File: src/rtl/counter_sched_pkg.sv
// Shared types and defaults for the counter_sched sequencing controller.
package counter_sched_pkg;

    typedef enum logic [1:0] {
        IDLE = 2'd0,
        RUN  = 2'd1,
        HOLD = 2'd2,
        DONE = 2'd3
    } state_t;

    localparam int COUNT_W        = 16;
    localparam int PRESCALE_W_DEF = 8;

endpackage

File: src/rtl/counter_sched_core.sv
// Counter datapath: WIDTH-bit register with clear/enable and a terminal compare.
module counter_sched_core
    import counter_sched_pkg::*;
#(
    parameter int WIDTH = COUNT_W
) (
    input  logic             clk,
    input  logic             rst,
    input  logic             i_clr,
    input  logic             i_en,
    input  logic [WIDTH-1:0] i_limit,
    output logic [WIDTH-1:0] o_count,
    output logic             o_at_limit
);

    logic [WIDTH-1:0] r_count;

    // Clear has priority so a terminal tick lands on 0 instead of limit+1.
    always_ff @(posedge clk) begin
        if (rst) begin
            r_count <= '0;
        end else if (i_clr) begin
            r_count <= '0;
        end else if (i_en) begin
            r_count <= r_count + 1'b1;
        end
    end

    assign o_count    = r_count;
    assign o_at_limit = (r_count == i_limit);

endmodule

File: src/rtl/counter_sched.sv
// Start/pause/resume/abort sequencer for a shared up-counter with one-shot and periodic modes.
// Optional tick prescaler enabled by defining COUNTER_SCHED_PRESCALE_EN.
module counter_sched
    import counter_sched_pkg::*;
#(
    parameter int WIDTH = COUNT_W
`ifdef COUNTER_SCHED_PRESCALE_EN
    , parameter int PRESCALE_W = PRESCALE_W_DEF
`endif
) (
    input  logic                  clk,
    input  logic                  rst,
    input  logic                  cfg_valid,
    output logic                  cfg_ready,
    input  logic [WIDTH-1:0]      cfg_limit,
    input  logic                  cfg_periodic,
`ifdef COUNTER_SCHED_PRESCALE_EN
    input  logic [PRESCALE_W-1:0] cfg_prescale,
`endif
    input  logic                  start,
    input  logic                  stop,
    output logic                  busy,
    output logic [WIDTH-1:0]      count,
    output logic                  done_pulse
);

    state_t           r_state;
    state_t           w_next;
    logic [WIDTH-1:0] r_limit;
    logic             r_periodic;
    logic             r_done;
    logic             w_clr;
    logic             w_en;
    logic             w_done_set;
    logic             w_tick;
    logic             w_at_limit;
    logic             w_cfg_fire;

    assign cfg_ready  = (r_state == IDLE) || (r_state == DONE);
    assign busy       = (r_state == RUN) || (r_state == HOLD);
    assign done_pulse = r_done;
    assign w_cfg_fire = cfg_valid && cfg_ready;

`ifdef COUNTER_SCHED_PRESCALE_EN
    logic [PRESCALE_W-1:0] r_prescale;
    logic [PRESCALE_W-1:0] r_pre;

    assign w_tick = (r_pre == r_prescale);

    // Phase is zeroed outside RUN/HOLD so every fresh run starts aligned; HOLD keeps it.
    always_ff @(posedge clk) begin
        if (rst) begin
            r_prescale <= '0;
            r_pre      <= '0;
        end else begin
            if (w_cfg_fire) begin
                r_prescale <= cfg_prescale;
            end
            if ((r_state == IDLE) || (r_state == DONE)) begin
                r_pre <= '0;
            end else if ((r_state == RUN) && !stop) begin
                r_pre <= w_tick ? '0 : r_pre + 1'b1;
            end
        end
    end
`else
    assign w_tick = 1'b1;
`endif

    // stop is tested first in every state so a simultaneous start/stop always resolves to stop.
    always_comb begin
        w_next     = r_state;
        w_clr      = 1'b0;
        w_en       = 1'b0;
        w_done_set = 1'b0;
        case (r_state)
            IDLE: begin
                if (start && !stop && (r_limit != '0)) begin
                    w_next = RUN;
                    w_clr  = 1'b1;
                end
            end
            RUN: begin
                if (stop) begin
                    w_next = HOLD;
                end else if (w_tick) begin
                    if (w_at_limit) begin
                        w_clr      = 1'b1;
                        w_done_set = 1'b1;
                        w_next     = r_periodic ? RUN : DONE;
                    end else begin
                        w_en = 1'b1;
                    end
                end
            end
            HOLD: begin
                if (stop) begin
                    w_next = IDLE;
                    w_clr  = 1'b1;
                end else if (start) begin
                    w_next = RUN;
                end
            end
            DONE: begin
                if (stop) begin
                    w_next = IDLE;
                end else if (start) begin
                    w_next = RUN;
                    w_clr  = 1'b1;
                end
            end
            default: begin
                w_next = IDLE;
                w_clr  = 1'b1;
            end
        endcase
    end

    always_ff @(posedge clk) begin
        if (rst) begin
            r_state    <= IDLE;
            r_limit    <= '1;
            r_periodic <= 1'b0;
            r_done     <= 1'b0;
        end else begin
            r_state <= w_next;
            r_done  <= w_done_set;
            if (w_cfg_fire) begin
                r_limit    <= cfg_limit;
                r_periodic <= cfg_periodic;
            end
        end
    end

    counter_sched_core #(
        .WIDTH(WIDTH)
    ) u_core (
        .clk       (clk),
        .rst       (rst),
        .i_clr     (w_clr),
        .i_en      (w_en),
        .i_limit   (r_limit),
        .o_count   (count),
        .o_at_limit(w_at_limit)
    );

endmodule

File: config.mk
export PLATFORM = sky130hd
export DESIGN_NAME = counter_sched
export DESIGN_NICKNAME = d
export VERILOG_FILES = /design/src/rtl/counter_sched_pkg.sv /design/src/rtl/counter_sched_core.sv /design/src/rtl/counter_sched.sv
export SDC_FILE = /design/constraint.sdc
export NUM_CORES = 1
export LEC_CHECK = 0
export BUFFER_PORTS_ARGS = -buffer_cell sky130_fd_sc_hd__buf_2
export CORE_MARGIN = 2
export CORE_UTILIZATION = 47
export CTS_CLUSTER_SIZE = 20
export DETAILED_ROUTE_END_ITERATION = 12
export PLACE_DENSITY_LB_ADDON = 0.3
export SLEW_MARGIN = 20
export SYNTH_ARGS = -nofsm -noshare
export SYNTH_HDL_FRONTEND = slang
export SYNTH_SLANG_ARGS = --single-unit
File: constraint.sdc
create_clock -name clk -period 2.3 [get_ports clk]
set_input_delay 0.23 -clock clk [delete_from_list [all_inputs] [get_ports clk]]
set_output_delay 0.23 -clock clk [all_outputs]
set_load 0.01 [all_outputs]
---- Yosys cells after proc, flatten, opt, wreduce, memory -nomap -nowiden ----
Cells that the tools add are included.
storage, ports and cells
  flip-flop bits (word level) ............. 36
  input port bits ......................... 22
  output and inout bits ................... 19
cells by class
  add/sub/neg operators ................... 1
  eq/ne operators ......................... 7
  muxes and demuxes ....................... 17
  bitwise operators ....................... 1
  reduce and logical (&&, ||, !) cells .... 12
operators with widths
  kind                   number
  $add 16x1->16 const B  1
  $eq 16x16->1           1
  $reduce_bool 16->1     1
  $mux 2                 6
  $mux 1                 9
  $pmux 2 s3             1
  $reduce_or 2->1        3
  $eq 2x2->1 const B     2
  $pmux 1 s4             1
  $logic_and 1x1->1      3
  $ne 3x1->1 const B     1
  $ne 3x2->1 const B     1
  $reduce_and 3->1       1
  $eq 2x1->1 const B     1
  $logic_not 2->1        1
  $logic_or 1x1->1       2
  $ne 2x1->1 const B     1
  $logic_not 1->1        1
  $not 1->1              1

---- Logic depth before layout (Yosys ltp) ----
Gate-level depths: netlist of the first run.
  depth after elaboration ................. 6
  depth in mapped cells ................... 8
  mapped depth without buffers ............ 7

---- By module ----
A second synthesis of the first run with hierarchy kept.
unflattened totals
  cells, all modules ...................... 205
  area, all modules ....................... 1906.8 um^2
by module, submodules not included
  module              times used  cells each  area each (um^2)
  counter_sched       1           98          973.4
  counter_sched_core  1           107         933.4

---- Least setup slack after synthesis of the first run ----
Ideal clock, no wire load.
  kind .................................... reg2reg
  start ................................... reg r_state[0]
  end ..................................... reg r_periodic
  library setup time ...................... 0.128 ns
  arrival ................................. 1.920 ns
  data required time ...................... 2.172 ns
  path slack .............................. 0.252 ns
  cell stages (with the launch flop) ...... 8
  buffers on the path ..................... 2
  period minus slack after synthesis ...... 2.048 ns
  path through ............................ dfxtp_1 -> inv_1 -> ha_1 -> nor2b_1 -> clkbuf_1 -> clkbuf_1 -> mux2i_1 -> nor2_1
on the way
  cells in the longest elaborated chain, start to end .. 3
  elaborated cells between the ends (all ways) .. 4
ends and longest elaborated chain
  item                                           RTL line              source
  from (decl)                                    counter_sched.sv:27   state_t r_state;
  from (signal assigned)                         counter_sched.sv:126  r_state <= w_next;
  $eq 2x2->1 or $logic_not 2->1 (tied branches)  counter_sched.sv:39   assign cfg_ready = (r_state == IDLE) || (r_state == DONE);
  $logic_or 1x1->1 *                             counter_sched.sv:39
  $logic_and 1x1->1 *                            counter_sched.sv:42   assign w_cfg_fire = cfg_valid && cfg_ready;
  to (signal assigned)                           counter_sched.sv:130  r_periodic <= cfg_periodic;
  to (decl)                                      counter_sched.sv:30   logic r_periodic;
Every way passes the cells marked *; elsewhere a longest branch is shown, timed or not.
A chain may end at the register's enable or synchronous reset.

---- Final worst setup path of the first run ----
  start ................................... reg u_core.r_count[8] (netlist: u_core.o_count[8])
  end ..................................... reg r_state[1]
on the way
  cells in the longest elaborated chain, start to end .. 3
ends and longest elaborated chain
  item                        RTL line                  source
  from (decl)                 counter_sched_core.sv:16  logic [WIDTH-1:0] r_count;
  from (signal assigned)      counter_sched_core.sv:25  r_count <= r_count + 1'b1;
  $eq 16x16->1                counter_sched_core.sv:30  assign o_at_limit = (r_count == i_limit);
  $ne 3x2->1 (no line)        -
  $reduce_and 3->1 (no line)  -
No other way between the ends.

==> flow_metrics.py, run 1 <==
metrics = {
    "synthesis": {
        "synthDistinctLibCells": 36,
        "yosysSeqAreaShare_pct": 36.5,
        "synth_compound_area_share_pct": 22.7,
        "synthMuxAreaShare_pct": 1.27,
        "async_flop_share_pct": 0,
        "synth_nets": 242,
        "synth_area_um2": 1980,
        "synth-edff-count": 0,
        "synth_adder_area_share_pct": 3.80,
        "synthCells": 214,
        "synth_area_leader_cell": "dfxtp_1",
        "synth_ff_type": "dfxtp_1",
        "syn_area_per_cell_um2": 9.24,
        "synth_seq_cells": 36,
        "synth_area_leaders": "dfxtp_1 (36%), a211o_1 (7.1%), xor2_1 (7.1%)",
        "synth_warnings": 0,
        "synth_top_family_by_area": "simple AND/OR/NAND/NOR gates",
        "synth-xor-area-share_pct": 7.09,
        "synth_top_area_share_pct": 36.5,
        "synth_simple_gate_area_share_pct": 24.2,
    },
    "final_layout": {
        "multiInputGateArea_um2": 1170,
        "final_cells": 304,
        "final_area_um2": 2310,
        "syn2layout_area_growth_pct": 16.6,
        "nets": 282,
        "seq_area_um2": 721,
        "fillCellCount": 386,
        "n_antenna_cell": 0,
        "drive_gt1_share_pct": 25.2,
    },
    "die": {
        "num_rows": 23,
        "dieArea_um2": 4740,
        "dieHeight_um": 68.9,
        "initial_core_util_pct": 49.1,
        "ios": 41,
        "core_um2": 4030,
        "die_w_um": 68.9,
    },
    "cts": {
        "cts.path.max_buffers": 2,
        "clock-sinks": 36,
        "clockRootBuffer": "clkbuf_8",
        "cts_tree": "done",
        "clkTransAtPathRegs_ns": 0.07,
        "insertion_delay_ns": 0.28,
        "cts_hold_buf": 0,
        "cts_buffers": 5,
        "cts_max_level": 2,
    },
    "setup_path": {
        "crit_fanout": 7,
        "arrival_ns": 2.20,
        "critPathLaunchType": "register",
        "critPathKind": "reg -> reg",
        "crit_path_end_kind": "register",
        "worstPathRequired_ns": 2.47,
    },
    "sta": {
        "fin_crit_sh_pct": 88.5,
        "maxSlewHeadroom_pct": 56.2,
        "rsz0062_at_grt": "false",
        "fmax_ghz": 0.491,
        "final-hold-violation-count": 0,
        "worstMarginPinSlew_ns": 0.656,
        "setup-tns-final_ns": 0,
        "finalClockSkew_ns": 0.00614,
        "setup_viol": 0,
        "drv_slew": 0,
        "worst_slack_ns": 0.264,
        "finalCriticalPeriod_ns": 2.04,
    },
    "flow_run": {
        "drv_cap": 0,
    },
    "place": {
        "dpl-instance-area_um2": 2210,
        "io_buffers": 40,
        "placedCellCount": 296,
        "gp_congestion": 0.829,
        "dp_slack_ns": 0.161,
        "hpwl_um": 3210,
    },
    "pwr": {
        "p_leak_nw": 0.933,
        "ir_drop_mv": 0.655,
        "p_per_area_nw_per_um2": 770,
        "p_total_mw": 1.78,
    },
    "route": {
        "routed_wl_um": 4400,
        "drt-vias-per-instance": 5.68,
        "wl_per_cell_um": 14.5,
        "vias": 1728,
        "initialDrtViolationCount": 132,
        "drc": 0,
        "first_pass_iters": 4,
        "drtAntennaViolNets": 0,
    },
    "global_routing": {
        "grt_max_degree": 34,
        "grt_pass1_vias": 1525,
        "track_usage_pct": 20.4,
        "antenna_found_initial": 0,
        "grt-ovfl-total": 0,
        "grt_pass1_wl_um": 7160,
    },
    "worst_hold_path": {
        "hold_path_class": "in -> reg",
    },
    "run_status": {
        "outcome": "finished clean",
    },
}
[cells by family after synthesis]
| logic type | Yosys count |
|---|---|
| compound gates | 56 |
| xor+xnor | 16 |
| fa+ha+maj | 6 |
| buf+inv | 18 |
| flops | 36 |
| mux | 2 |
| simple gates | 80 |
[worst paths after layout]
check                         start    endpoint  slack [ns]  cells after the start
setup / recovery  u_core.o_count[8]  r_state[1]        0.26                      5
hold / removal         cfg_limit[9]  r_limit[9]        0.15                      2
setup reg to reg  u_core.o_count[8]  r_state[1]        0.26                      5
hold reg to reg          r_periodic  r_periodic        0.50                      2
[cells in the final DEF (no fill, tap or decap), types with 2 or more instances in the layout]
| master | count |
|---|---|
| and3_1 | 3 |
| or3_1 | 5 |
| o31ai_1 | 9 |
| nand3_1 | 9 |
| inv_1 | 6 |
| clkbuf_8 | 5 |
| a211o_1 | 16 |
| o21ai_0 | 8 |
| xor2_1 | 16 |
| a22oi_2 | 4 |
| nor2_1 | 8 |
| nand2_1 | 9 |
| ha_1 | 6 |
| a21o_1 | 2 |
| nand2b_1 | 2 |
| buf_4 | 4 |
| or4_4 | 3 |
| a22oi_1 | 12 |
| nor2b_1 | 16 |
| nor3_1 | 4 |
| or4_1 | 6 |
| dfxtp_1 | 36 |
| nor4_1 | 8 |
| buf_2 | 40 |
| nor2b_2 | 2 |
| nand4_1 | 2 |
[routing by layer]
layer / track usage (%) / wire (um) / vias to the layer above
li1: - / - / 879
met1: 29.0 / 2240 / 805
met2: 30.6 / 1930 / 40
met3: 5.36 / 190 / 4
met4: 5.15 / 37 / 0
met5: 0 / 0 / -
[registers in the layout, summed over array words and instances (netlist names)]
| register | flops |
|---|---|
| r_periodic | 1 |
| u_core.o_count | 16 |
| r_state | 2 |
| done_pulse | 1 |
| r_limit | 16 |
[power by group]
group,internal (mW),total (mW),switching (mW)
Combinational,0.263,0.562,0.298
Sequential,0.712,0.799,0.0869
Clock,0.206,0.414,0.209
[metrics by stage]
stage          hold WS (ns)  util [%]
3_5_place_dp          0.438      54.8
3_3_place_gp          0.431      54.8
2_1_floorplan         0.348         -
6_report              0.150      57.2
4_1_cts               0.147      56.7
5_1_grt               0.148      57.2
[synth_stat cells, types with 3 or more instances]
master / number
o31ai_1: 9
nor2_1: 8
nand2_1: 9
nor3_1: 4
inv_1: 6
and3_1: 3
ha_1: 6
or4_1: 6
nor2b_1: 18
nor4_1: 8
a22oi_2: 4
xor2_1: 16
a211o_1: 16
o21ai_0: 8
nand3_1: 9
or3_1: 5
dfxtp_1: 36
or4_4: 3
a22oi_1: 12
clkbuf_1: 7
[worst max-delay path: stages, from the launching register on]
cell and delay [ns]:
dfxtp_1 0.48, xor2_1 0.11, nor4_1 0.48, nand4_2 0.28, a21o_1 0.28, mux2_4 0.29
[area by class of cell]
class | count | area share [%]
Tap cell | 50 | 2.71
Clock buffer | 6 | 3.15
Clock inverter | 1 | 0.217
Timing Repair Buffer | 45 | 10.9
Sequential cell | 36 | 31.3
Multi-Input combinational cell | 160 | 50.8
Inverter | 6 | 0.977
[timing repair]
| action | CTS | global route |
|---|---|---|
| setup buffers | 0 | 1 |
| gates resized for setup | 0 | 1 |
| endpoints found under the setup margin | 0 | 10 |
No activity file was read; power rests on OpenSTA's default activity.
==> run 2: changes to the inputs <==
- PLACE_DENSITY: unset -> 0.67
- PLACE_DENSITY_LB_ADDON: 0.3 -> unset
- SYNTH_HIERARCHICAL: unset -> 1
==> run 2 against run 1 <==
  * Die area decreased by 3.3%
  * Critical endpoint is now u_core/o_count[14]
  * Worst hold slack got worse by 0.0083 ns
  * Power decreased by 17%
==> flow_metrics.py, run 2 <==
metrics = {
    "die": {
        "dieHeight_um": 67.7,
        "num_rows": 23,
        "dieArea_um2": 4580,
        "core_um2": 3940,
        "ios": 41,
        "initial_core_util_pct": 48.4,
        "die_w_um": 67.7,
    },
    "route": {
        "drc": 0,
        "first_pass_iters": 4,
        "vias": 1647,
        "initialDrtViolationCount": 106,
        "drtAntennaViolNets": 0,
        "routed_wl_um": 4300,
        "drt-vias-per-instance": 5.28,
        "wl_per_cell_um": 13.8,
    },
    "place": {
        "gp_congestion": 0.840,
        "io_buffers": 40,
        "dpl-instance-area_um2": 2260,
        "hpwl_um": 3300,
    },
    "pwr": {
        "ir_drop_mv": 0.466,
        "clkPwrFrac_pct": 31.3,
        "p_per_area_nw_per_um2": 624,
        "p_leak_nw": 1.02,
        "netSwitchingFraction_pct": 27.4,
        "p_sw_uw": 405,
        "p_int_mw": 1.07,
        "seqPwrFrac_pct": 48.4,
        "p_total_mw": 1.47,
        "p_comb_share_pct": 20.3,
    },
    "setup_path": {
        "worstPathRequired_ns": 2.51,
        "r2r_start": "r_state[1]",
        "slowest_delay_ns": 0.49,
        "reg2reg_depth": 8,
        "arrival_ns": 2.35,
        "critPathLaunchType": "register",
        "crit_path_top_delay_cell": "or4_1",
        "r2r_end": "u_core/o_count[14]",
        "critPathKind": "reg -> reg",
        "rrSetupSlack_ns": 0.16,
        "crit_fanout": 5,
        "critPathTopFamily": "simple AND/OR/NAND/NOR gates",
        "crit_path_end_kind": "register",
        "cp_cell_sequence": "inv_1 > ha_2 > or3b_4 > inv_2 > and4_4 > nand2_4 > or4_1 > a21oi_1",
        "path_buf_inv": 2,
    },
    "cts": {
        "clockRootBuffer": "clkbuf_8",
        "cts_hold_buf": 0,
        "clkTransAtPathRegs_ns": 0.07,
        "cts_max_level": 2,
        "cts_tree": "done",
        "clock-sinks": 36,
        "cts_buffers": 5,
        "cts.path.max_buffers": 2,
        "insertion_delay_ns": 0.29,
    },
    "worst_hold_path": {
        "min_to": "r_limit[2]",
        "hold_path_class": "in -> reg",
        "whs_path_depth": 2,
        "min_from": "cfg_limit[2]",
    },
    "sta": {
        "holdWs_ns": 0.141,
        "fin_crit_sh_pct": 93.1,
        "finalClockSkew_ns": 0.00792,
        "drv_slew": 0,
        "maxSlewHeadroom_pct": 73.4,
        "worstMarginPinSlew_ns": 0.400,
        "rsz0062_at_grt": "false",
        "final-hold-violation-count": 0,
        "finalCriticalPeriod_ns": 2.14,
        "setup_viol": 0,
        "fmax_ghz": 0.467,
        "setup-tns-final_ns": 0,
    },
    "synthesis": {
        "synth_top_area_share_pct": 37.8,
        "synth_warnings": 6,
        "yosysMostFrequentCell": "dfxtp_1",
        "synth_seq_cells": 36,
        "yosysSeqAreaShare_pct": 37.8,
        "synth-edff-count": 0,
        "synth_area_leaders": "dfxtp_1 (38%), xnor2_1 (9.6%), a211o_1 (7.3%)",
        "synth_area_um2": 1910,
        "synthDistinctLibCells": 45,
        "synth_nets": 233,
        "synthCells": 205,
        "synth_area_leader_cell": "dfxtp_1",
        "syn_area_per_cell_um2": 9.30,
        "synth_ff_type": "dfxtp_1",
        "synthTopCellsByCount": "dfxtp_1 (36), nor2_1 (21), xnor2_1 (21), a211o_1 (16), nor2b_1 (12)",
        "async_flop_share_pct": 0,
    },
    "global_routing": {
        "grt-ovfl-total": 0,
        "grt_pass1_vias": 1419,
        "antenna_found_initial": 0,
        "grt_pass1_wl_um": 6710,
        "track_usage_pct": 20.1,
        "grt_max_degree": 24,
    },
    "final_layout": {
        "drive_gt1_share_pct": 32.1,
        "final_util_pct": 60.0,
        "fillCellCount": 363,
        "nets": 289,
        "final_cell_mix": "buf_2 (40), dfxtp_1 (34), nor2_1 (21), xnor2_1 (21), buf_4 (20)",
        "final_common_cell": "buf_2",
        "syn2layout_area_growth_pct": 24.0,
        "n_antenna_cell": 0,
        "final_area_um2": 2360,
    },
    "run_status": {
        "outcome": "finished clean",
    },
    "flow_run": {
        "drv_cap": 0,
    },
}
==> run 2: metal layers <==
layer | part of all wire, % | up-vias | track usage, %
li1 | - | 845 | -
met2 | 44 | 53 | 28.8
met3 | 6.3 | 7 | 4.67
met1 | 48 | 742 | 28.7
met4 | 1.4 | 0 | 7.91
met5 | 0 | - | 0
==> run 2: worst max-delay path by stage <==
stage	start	end	cells after the start	slack [ns]
2_1_floorplan	u_core/o_count[11]	u_core/o_count[14]	11	0.03
3_3_place_gp	u_core/o_count[13]	u_core/o_count[6]	10	0.10
3_5_place_dp	u_core/o_count[13]	u_core/o_count[6]	10	0.05
4_1_cts	u_core/o_count[13]	u_core/o_count[6]	10	0.03
5_1_grt	r_state[1]	u_core/o_count[12]	8	0.02
6_report	r_state[1]	u_core/o_count[14]	8	0.16
==> run 2: kinds of logic (layout without fill, tap and decap cells) <==
family / Yosys count / in the layout / synth area share [%]
xor+xnor: 26 / 26 / 11.9
compound gates: 35 / 35 / 15.0
buf+inv: 18 / 75 / 4.66
flops: 36 / 36 / 37.8
fa+ha+maj: 6 / 6 / 3.94
simple gates: 82 / 82 / 25.7
mux: 2 / 2 / 1.05
==> run 2: final cells by class <==
| cell class | count | area (um^2) | area share, % |
|---|---|---|---|
| flip-flops and latches | 36 | 723 | 30.6 |
| multi-input cells | 151 | 1110 | 46.9 |
| clock inverters | 1 | 7.51 | 0.317 |
| clock buffers | 7 | 86.3 | 3.65 |
| well taps | 50 | 62.6 | 2.65 |
| inverters | 7 | 26.3 | 1.11 |
| repair buffers | 60 | 350 | 14.8 |
==> run 2: repair_timing <==
item                                    in CTS  in global routing
buffers inserted                             0                  0
resized for setup                            0                  5
endpoints found under the setup margin       0                 17
==> run 2: power groups by stage <==
stage               registers, mW  clock network, mW  logic (mW)
detailed placement          0.728                  0       0.297
finish                      0.714              0.461       0.300
global placement            0.726                  0       0.294
global route                0.721              0.496       0.332
CTS                         0.713              0.474       0.299
floorplan                   0.718                  0       0.220
==> run 2: stage by stage <==
step	instances	setup WS, ns
after floorplan	205	0.0265
after global placement	304	0.104
after detailed placement	304	0.0459
after CTS	312	0.0316
after global routing	312	0.0202
final	312	0.158
==> run 3: changes to the inputs <==
- ABC_AREA: unset -> 1
- PLACE_DENSITY: 0.67 -> 0.66
- SYNTH_HIERARCHICAL: 1 -> unset
==> run 3 against run 2 <==
  * Sequential cell count unchanged
  * Setup slack gained 0.20 ns
  * Sequential power increased by 17%
  * Synthesized cell count up 84%
  * Cell count up 55%
  * Critical path type unchanged
  * Clock power increased by 3%
==> flow_metrics.py, run 3 <==
metrics = {
    "setup_path": {
        "crit_fanout": 7,
        "crit_path_top_delay_cell": "dfxtp_1",
        "crit_path_end_kind": "register",
        "worstPathRequired_ns": 2.47,
        "critPathTopFamily": "simple AND/OR/NAND/NOR gates",
        "path_common_cell": "nand2_1",
        "arrival_ns": 2.11,
        "cp_cell_sequence": "ha_1 > nand2_1 > nor3_1 > nand3_1 > nand2_1 > nand2_1 > nand3_1 > nand2_1 > inv_1 > nor2_2",
        "path_buf_inv": 1,
        "critPathKind": "reg -> reg",
        "critPathLaunchType": "register",
        "slowest_delay_ns": 0.48,
    },
    "global_routing": {
        "grt-ovfl-total": 0,
        "antenna_found_initial": 0,
        "grt_max_degree": 34,
        "grt_pass1_wl_um": 9760,
        "grt_pass1_vias": 2093,
        "track_usage_pct": 23.0,
    },
    "sta": {
        "fin_crit_sh_pct": 84.3,
        "setup_viol": 0,
        "finalClockSkew_ns": 0.00603,
        "rsz0062_at_grt": "false",
        "fmax_ghz": 0.516,
        "finalCriticalPeriod_ns": 1.94,
        "drv_slew": 0,
        "final-hold-violation-count": 0,
        "maxSlewHeadroom_pct": 62.3,
        "worstMarginPinSlew_ns": 0.561,
        "setup-tns-final_ns": 0,
    },
    "cts": {
        "clockRootBuffer": "clkbuf_8",
        "cts_hold_buf": 0,
        "clkTransAtPathRegs_ns": 0.07,
        "cts.path.max_buffers": 2,
        "insertion_delay_ns": 0.28,
        "cts_resized": 0,
        "cts_buffers": 5,
        "clock-sinks": 36,
        "cts_tree": "done",
        "postCtsSetupBuffers": 0,
        "cts_max_level": 2,
    },
    "die": {
        "ios": 41,
        "die_w_um": 74.5,
        "num_rows": 25,
        "dieArea_um2": 5550,
        "initial_core_util_pct": 49.1,
        "dieHeight_um": 74.5,
        "core_um2": 4750,
    },
    "synthesis": {
        "async_flop_share_pct": 0,
        "synthTopCellsByCount": "nand2_1 (139), inv_1 (54), dfxtp_1 (36), nor2_1 (36), nand3_1 (26)",
        "synth_nets": 406,
        "yosysSeqAreaShare_pct": 30.9,
        "synthCells": 378,
        "syn_area_per_cell_um2": 6.18,
        "synth_top_family_by_area": "simple AND/OR/NAND/NOR gates",
        "synth_simple_gate_area_share_pct": 42.7,
        "synth_area_leaders": "dfxtp_1 (31%), nand2_1 (22%), inv_1 (8.7%)",
        "synth_warnings": 0,
        "synth_adder_area_share_pct": 3.22,
        "synth_seq_cells": 36,
        "synth_area_leader_cell": "dfxtp_1",
        "yosysMostFrequentCell": "nand2_1",
        "synthDistinctLibCells": 24,
        "synth_top_area_share_pct": 30.9,
        "synth-xor-area-share_pct": 3.38,
        "synth_ff_type": "dfxtp_1",
        "synthMuxAreaShare_pct": 0,
        "synth-edff-count": 0,
        "synth_compound_area_share_pct": 7.02,
        "synth_area_um2": 2330,
    },
    "pwr": {
        "netSwitchingFraction_pct": 37.2,
        "p_per_area_nw_per_um2": 742,
        "p_comb_share_pct": 33.8,
        "seqPwrFrac_pct": 42.2,
        "p_int_mw": 1.24,
        "p_sw_uw": 738,
        "p_leak_nw": 1.33,
        "clkPwrFrac_pct": 24.0,
        "ir_drop_mv": 0.589,
    },
    "route": {
        "drt-vias-per-instance": 4.83,
        "initialDrtViolationCount": 132,
        "drc": 0,
        "first_pass_iters": 4,
        "drtAntennaViolNets": 0,
        "routed_wl_um": 5680,
        "vias": 2341,
        "wl_per_cell_um": 11.7,
    },
    "place": {
        "placedCellCount": 478,
        "io_buffers": 40,
        "gp_congestion": 0.872,
        "hpwl_um": 4330,
    },
    "final_layout": {
        "syn2layout_area_growth_pct": 14.4,
        "n_antenna_cell": 0,
        "final_cells": 485,
        "final_cell_mix": "nand2_1 (139), inv_1 (54), buf_2 (40), nor2_1 (36), dfxtp_1 (36)",
        "final_common_cell": "nand2_1",
        "nets": 446,
        "drive_gt1_share_pct": 18.9,
        "final_util_pct": 56.2,
    },
    "flow_run": {
        "drv_cap": 0,
    },
    "worst_hold_path": {
        "hold_path_class": "in -> reg",
    },
    "run_status": {
        "outcome": "finished clean",
    },
}
-- run 3: path summary, 6_finish.rpt --
path,slack (ns),end,cells after the start,startpoint
setup / recovery,0.36,u_core.o_count[14],10,u_core.o_count[0]
hold reg to reg,0.49,r_periodic,2,r_periodic
hold / removal,0.12,done_pulse,2,rst
setup reg to reg,0.36,u_core.o_count[14],10,u_core.o_count[0]
-- run 3: through the flow --
step / instance area [um^2] / setup slack [ns] / hold WS, ns / total power, mW
4_1_cts: 2670 / 0.402 / 0.110 / 2.01
3_5_place_dp: 2570 / 0.418 / 0.409 / 1.52
2_1_floorplan: 2330 / 0.704 / 0.302 / 1.36
3_3_place_gp: 2570 / 0.397 / 0.403 / 1.51
6_report: 2670 / 0.361 / 0.116 / 1.98
5_1_grt: 2670 / 0.228 / 0.106 / 2.15
-- run 3: logic make-up after synthesis --
| family | after synthesis |
|---|---|
| buffers and inverters | 71 |
| AND/OR/NAND/NOR | 232 |
| XOR/XNOR | 9 |
| flip-flops | 36 |
| AO/OA/AOI/OAI | 24 |
| adder cells (fa/ha/maj) | 6 |
-- run 3: routing by layer --
metal | share of wire (%) | vias up | global-route usage (%) | wire [um]
li1 | - | 1230 | - | -
met1 | 49 | 1048 | 31.0 | 2800
met2 | 45 | 53 | 38.1 | 2570
met3 | 3.9 | 10 | 3.66 | 223
met4 | 1.5 | 0 | 6.55 | 88
met5 | 0 | - | 0 | 0
-- run 3: layout make-up --
type | count | area (um^2)
fill | 522 | 2080
multi-input combinational | 271 | 1310
sequential | 36 | 721
timing repair buffer | 44 | 230
inverter | 60 | 225
clock buffer | 7 | 96.3
tap | 67 | 83.8
-- run 3: power by group through the flow --
stage / Clock [mW] / Combinational [mW] / Sequential (mW)
6_report: 0.476 / 0.670 / 0.835
5_1_grt: 0.519 / 0.782 / 0.848
4_1_cts: 0.494 / 0.680 / 0.833
3_5_place_dp: 0 / 0.675 / 0.845
3_3_place_gp: 0 / 0.664 / 0.847
2_1_floorplan: 0 / 0.546 / 0.817
